===== config.mk =====
export PLATFORM = sky130hd
export DESIGN_NAME = mult_seq_flat
export DESIGN_NICKNAME = d
export VERILOG_FILES = /design/src/rtl/mult_seq_if.sv /design/src/rtl/mult_seq.sv /design/src/flat_wrapper.sv
export SDC_FILE = /design/constraint.sdc
export NUM_CORES = 1
export LEC_CHECK = 0
export CAP_MARGIN = 15
export CORE_UTILIZATION = 35
export DETAILED_ROUTE_END_ITERATION = 6
export PLACE_DENSITY = 0.66
export SETUP_SLACK_MARGIN = 0.5
export SLEW_MARGIN = 10
export SYNTH_ARGS = -nofsm -noshare
export SYNTH_HDL_FRONTEND = slang
export SYNTH_SLANG_ARGS = --single-unit

===== constraint.sdc =====
create_clock -name clk -period 6.1 [get_ports clk]
set_input_delay 1.22 -clock clk [delete_from_list [all_inputs] [get_ports clk]]
set_output_delay 1.22 -clock clk [all_outputs]
set_load 0.03 [all_outputs]

===== src/rtl/mult_seq_if.sv =====
// ============================================================================
// Module      : mult_seq_if
// Description : start/busy/done handshake and operand/result bus for mult_seq.
// Revision    : 1.0 - initial release
// ============================================================================
`default_nettype none

interface mult_seq_if #(
   parameter int N = 32
);
   logic         start;
   logic         is_signed;
   logic [N-1:0] a;
   logic [N-1:0] b;
   logic         busy;
   logic         done;
   logic [N-1:0] hi;
   logic [N-1:0] lo;

   modport master (
      output start, is_signed, a, b,
      input  busy, done, hi, lo
   );

   modport slave (
      input  start, is_signed, a, b,
      output busy, done, hi, lo
   );
endinterface

`default_nettype wire


===== src/rtl/mult_seq.sv =====
// ============================================================================
// Module      : mult_seq
// Description : Iterative shift-add multiplier, one partial product per clock,
//               2N-bit signed/unsigned product split into hi/lo.
// Revision    : 1.0 - initial release
// ============================================================================
`default_nettype none

module adder #(
   parameter int W = 8
) (
   input  wire logic [W-1:0] i_a,
   input  wire logic [W-1:0] i_b,
   output logic      [W-1:0] o_sum
);
   assign o_sum = i_a + i_b;
endmodule

module mult_seq #(
   parameter int N = 32
) (
   input  wire logic   clk,
   input  wire logic   reset,
   mult_seq_if.slave   bus
);
   localparam int            CW     = $clog2(N + 1);
   localparam logic [CW-1:0] C_LAST = CW'(N - 1);

   typedef enum logic [1:0] {
      S_IDLE = 2'd0,
      S_RUN  = 2'd1,
      S_DONE = 2'd2
   } state_t;

   state_t          r_state;
   logic            r_busy;
   logic            r_done;
   logic            r_neg;
   logic [N-1:0]    r_mcand;
   logic [N-1:0]    r_mplier;
   logic [N-1:0]    r_acc;
   logic [N-1:0]    r_hi;
   logic [N-1:0]    r_lo;
   logic [CW-1:0]   r_count;

   logic            w_accept;
   logic [N-1:0]    w_a_mag;
   logic [N-1:0]    w_b_mag;
   logic [N-1:0]    w_addend;
   logic [N:0]      w_sum;
   logic [N-1:0]    w_acc_nxt;
   logic [N-1:0]    w_mplier_nxt;
   logic [2*N-1:0]  w_prod;
   logic [2*N-1:0]  w_result;

   assign w_accept = bus.start && ((r_state == S_IDLE) || (r_state == S_DONE));
   assign w_a_mag  = (bus.is_signed && bus.a[N-1]) ? -bus.a : bus.a;
   assign w_b_mag  = (bus.is_signed && bus.b[N-1]) ? -bus.b : bus.b;
   assign w_addend = r_mplier[0] ? r_mcand : '0;

   adder #(.W(N + 1)) u_adder (
      .i_a   ({1'b0, r_acc}),
      .i_b   ({1'b0, w_addend}),
      .o_sum (w_sum)
   );

   // Carry drops into the accumulator MSB; the accumulator LSB shifts into the multiplier.
   assign w_acc_nxt    = w_sum[N:1];
   assign w_mplier_nxt = {w_sum[0], r_mplier[N-1:1]};
   assign w_prod       = {w_acc_nxt, w_mplier_nxt};
   assign w_result     = r_neg ? -w_prod : w_prod;

   always_ff @(posedge clk or posedge reset) begin
      if (reset) begin
         r_state  <= S_IDLE;
         r_busy   <= 1'b0;
         r_done   <= 1'b0;
         r_neg    <= 1'b0;
         r_mcand  <= '0;
         r_mplier <= '0;
         r_acc    <= '0;
         r_hi     <= '0;
         r_lo     <= '0;
         r_count  <= '0;
      end else begin
         case (r_state)
            S_IDLE, S_DONE: begin
               r_done <= 1'b0;
               if (w_accept) begin
                  r_state  <= S_RUN;
                  r_busy   <= 1'b1;
                  r_neg    <= bus.is_signed && (bus.a[N-1] ^ bus.b[N-1]);
                  r_mcand  <= w_a_mag;
                  r_mplier <= w_b_mag;
                  r_acc    <= '0;
                  r_count  <= '0;
               end else begin
                  r_state <= S_IDLE;
               end
            end
            S_RUN: begin
               r_acc    <= w_acc_nxt;
               r_mplier <= w_mplier_nxt;
               r_count  <= r_count + 1'b1;
               if (r_count == C_LAST) begin
                  r_state <= S_DONE;
                  r_busy  <= 1'b0;
                  r_done  <= 1'b1;
                  r_hi    <= w_result[2*N-1:N];
                  r_lo    <= w_result[N-1:0];
               end
            end
            default: begin
               r_state <= S_IDLE;
               r_busy  <= 1'b0;
               r_done  <= 1'b0;
            end
         endcase
      end
   end

   assign bus.busy = r_busy;
   assign bus.done = r_done;
   assign bus.hi   = r_hi;
   assign bus.lo   = r_lo;

endmodule

`default_nettype wire


===== src/flat_wrapper.sv =====
// flat-port wrapper written by rule: the top's interface ports become plain ports
module mult_seq_flat 
#(
   parameter int N = 32
)
  (clk, reset, bus_start, bus_is_signed, bus_a, bus_b, bus_busy, bus_done, bus_hi, bus_lo);
  mult_seq_if #(.N(N)) bus_i ();
  input  wire logic clk;
  input  wire logic reset;
  input wire logic [$bits(bus_i.start)-1:0] bus_start;
  input wire logic [$bits(bus_i.is_signed)-1:0] bus_is_signed;
  input wire logic [$bits(bus_i.a)-1:0] bus_a;
  input wire logic [$bits(bus_i.b)-1:0] bus_b;
  output wire logic [$bits(bus_i.busy)-1:0] bus_busy;
  output wire logic [$bits(bus_i.done)-1:0] bus_done;
  output wire logic [$bits(bus_i.hi)-1:0] bus_hi;
  output wire logic [$bits(bus_i.lo)-1:0] bus_lo;
  assign bus_i.start = bus_start;
  assign bus_i.is_signed = bus_is_signed;
  assign bus_i.a = bus_a;
  assign bus_i.b = bus_b;
  assign bus_busy = bus_i.busy;
  assign bus_done = bus_i.done;
  assign bus_hi = bus_i.hi;
  assign bus_lo = bus_i.lo;
  mult_seq #(.N(N)) u_core (.clk(clk), .reset(reset), .bus(bus_i));
endmodule

==> flow_summary.json <==
{
  "slew_headroom_pct": 29.0,
  "synthTopCellsByArea": "dfrtp_1 (39%), o21ai_0 (7.9%), xor2_1 (7.1%)",
  "synth_most_common_cell": "nand2_1",
  "ys_seq_area_share_pct": 39.0,
  "first_global_vias": 8626,
  "grt_pass1_wl_um": 47200,
  "synth_cells": 1259,
  "worst-path-buf-inv": 0,
  "status": "finished clean",
  "synth_nets": 1364,
  "place_area_mm2": 0.0125,
  "crit_chain": "and2_1 > ha_1 > fa_1 > a211oi_1 > o21ai_1 > a211oi_1 > nor2_1 > xor2_1 > a2111oi_0 > or4b_1 > o41ai_2 > xnor2_1 > o21ai_1",
  "fmax_ghz": 0.204,
  "cts_tree": "yes",
  "synth_area_mm2": 0.0109,
  "io_buffers": 133,
  "irDropWorstVdd_v": 0.000275,
  "hp-class": "reg -> reg",
  "ant_nets": 0,
  "worstSetupPathType": "reg -> reg",
  "synth_edf_count": 0,
  "die_area_mm2": 0.0319,
  "cts_setup_buffers": 0,
  "synth-seq-cells": 170,
  "p_per_area_mw_per_mm2": 522,
  "startpoint": "u_core.r_mplier[0]$_DFFE_PP0P_",
  "placementRows": 64,
  "p_int_uw": 3610,
  "syn_to_final_growth_pct": 20.3,
  "final_hold_viol_count": 0,
  "num_vias": 9463,
  "yosys_warnings": 0,
  "setup_slack_ps": 1200,
  "fin_setup_tns_ps": 0,
  "final_cells": 1756,
  "final_max_slew_viol_count": 0,
  "cts_buffer_depth": 2,
  "min-delay-start": "u_core.r_mcand[31]$_DFFE_PP0P_",
  "clk_pin_slew_worst_paths_ps": 80,
  "post_cts_resized": 0,
  "antenna_found_initial": 0,
  "wirelength_um": 30000,
  "vias_per_cell": 5.39,
  "critical_path.max_stage_delay_ps": 660,
  "grt_start_max_net_pins": 129,
  "wl_per_cell_um": 17.1,
  "endpoint_kind": "flip-flop",
  "power_frac_seq_pct": 30.2,
  "dp_slack_ps": 1240,
  "maxCapViolations": 0,
  "insertion_delay_ps": 440,
  "rsz0062_at_grt": "no",
  "p_comb_share_pct": 54.0,
  "dp_cells": 1724,
  "die_width_um": 179,
  "crit_required_ps": 6390,
  "die_h_um": 179,
  "ys_async_sr_fraction_pct": 100,
  "stdcell_area_mm2": 0.0131,
  "dp_hpwl_um": 22700,
  "hold_ws_ps": 475,
  "netlist-cell-type-count": 70,
  "syn_area_per_cell_um2": 8.66,
  "synth_commonest_cells": "nand2_1 (190), o21ai_0 (172), dfrtp_1 (170), xor2_1 (88), a21oi_1 (64)",
  "fin_skew_ps": 11.4,
  "period_minus_slack_ps": 4900,
  "crit-reg2reg-launch": "u_core.r_mplier[0]$_DFFE_PP0P_",
  "h-tree-depth": 4,
  "ys.flop_type": "dfrtp_1",
  "initial_core_util_pct": 35.7,
  "drive_gt1_share_pct": 4.34,
  "setup_viol": 0,
  "overflow": 0,
  "dr.pass1.iters": 5,
  "track_usage_pct": 18.9,
  "switching_share_pct": 47.3,
  "place_congestion": 0.876,
  "core_area_mm2": 0.0306,
  "diodes": 0,
  "cp_slowest_cell": "dfrtp_1",
  "startpoint_type": "flip-flop",
  "cts.sinks": 170,
  "synth_top_area_cell": "dfrtp_1",
  "boundaryPins": 134,
  "final_nets": 1452,
  "yosysTopAreaCellShare_pct": 39.0,
  "cts_root_buf": "clkbuf_16",
  "arrival_ps": 5190,
  "fin_crit_sh_pct": 80.3,
  "dr.first_iter.drc_count": 706,
  "critical_path.top_delay_family": "compound AO/OA/AOI/OAI gates",
  "ctsHoldBuffers": 0,
  "numCtsBuffers": 17,
  "p_clk_share_pct": 15.8,
  "p_switching_uw": 3240,
  "drc": 0,
  "tightest_slew_ps": 1070,
  "p_leak_uw": 0.00539,
  "crit_fanout": 33
}
-- metrics by stage --
| stage | total power, uW | util [%] |
|---|---|---|
| floorplan | 4510 | - |
| global placement | 5690 | 41.0 |
| detailed placement | 5750 | 41.0 |
| CTS | 6840 | 42.9 |
| global route | 7340 | 42.9 |
| finish | 6850 | 42.9 |
-- state kept, by name, indices dropped and copies added, names as in the netlist --
register         count
u_core.bus.hi       32
u_core.bus.lo       32
u_core.r_acc        32
u_core.r_mcand      32
u_core.r_mplier     32
u_core.r_count       6
u_core.bus.busy      1
u_core.bus.done      1
u_core.r_neg         1
u_core.r_state       1
-- worst reg2reg max path, stage by stage (launching register included) --
cell and delay (ps):
dfrtp_1 660, and2_1 280, ha_1 200, fa_1 440, a211oi_1 320, o21ai_1 220, a211oi_1 460, nor2_1 150
xor2_1 190, a2111oi_0 620, or4b_1 650, o41ai_2 350, xnor2_1 150, o21ai_1 70
-- layer usage --
layer | global-route usage, % | wire, um | up-vias
met5 | 0 | 0 | -
met3 | 2.45 | 1690 | 28
li1 | - | - | 4693
met1 | 30.1 | 15600 | 4465
met4 | 5.12 | 408 | 0
met2 | 26.3 | 12300 | 277
-- final cells by class --
cell class / count / area (um2)
fillers: 3043 / 17500
multi-input cells: 998 / 6330
clock buffers: 17 / 425
well taps: 396 / 495
inverters: 21 / 82.6
repair buffers: 139 / 1390
flip-flops and latches: 170 / 4250
clock inverters: 15 / 151
-- power groups by stage --
stage	clock network [uW]	registers (uW)	logic, uW
after global placement	0	2070	3620
after global routing	1150	2130	4050
after CTS	1100	2060	3680
after detailed placement	0	2080	3670
final	1080	2070	3700
after floorplan	0	2310	2200
-- cells in the final DEF, fill, tap and decap left out, types with 5 or more instances in the layout --
cell type        instances
nor4_1                  10
nor3_1                  17
a31oi_1                  8
nand2b_1                 8
buf_4                    5
o41ai_1                 10
inv_1                   20
o21a_1                   6
and2_1                  40
nand4_1                 12
dfrtp_1                170
a22oi_1                 30
nand2_1                190
xnor2_1                 58
clkdlybuf4s50_1        133
a22o_1                  23
nand3_1                 11
clkinvlp_4               5
xor2_1                  88
or3_1                   16
o31ai_1                 29
o211ai_1                 8
o21ai_1                 25
clkbuf_16               17
o21bai_1                 6
a21oi_1                 64
nor2_1                  44
and3_1                   6
a211oi_1                 7
o21ai_0                172
a21o_1                   7
or4_1                    8
ha_1                    36
-- worst paths after layout --
kind	slack (ps)	to	cells after the start
setup reg to reg	1200	u_core.bus.hi[31]$_DFFE_PP0P_	13
setup / recovery	1200	u_core.bus.hi[31]$_DFFE_PP0P_	13
hold reg to reg	470	u_core.r_mcand[31]$_DFFE_PP0P_	2
hold / removal	470	u_core.r_mcand[31]$_DFFE_PP0P_	2
max in group asynchronous	3560	u_core.r_acc[12]$_DFFE_PP0P_	3
min in group asynchronous	1330	u_core.bus.lo[19]$_DFFE_PP0P_	2
-- cells by family after synthesis --
kind of cell / synth area share, %
AOI/OAI and AO/OA: 24.1
and+or+nand+nor: 17.5
DFF: 39.0
xor gates and xnor gates: 11.7
buffers and inverters: 3.19
adders and majority gates: 4.31
muxes: 0.195
Note: power is estimated with default switching activity, not from simulation.
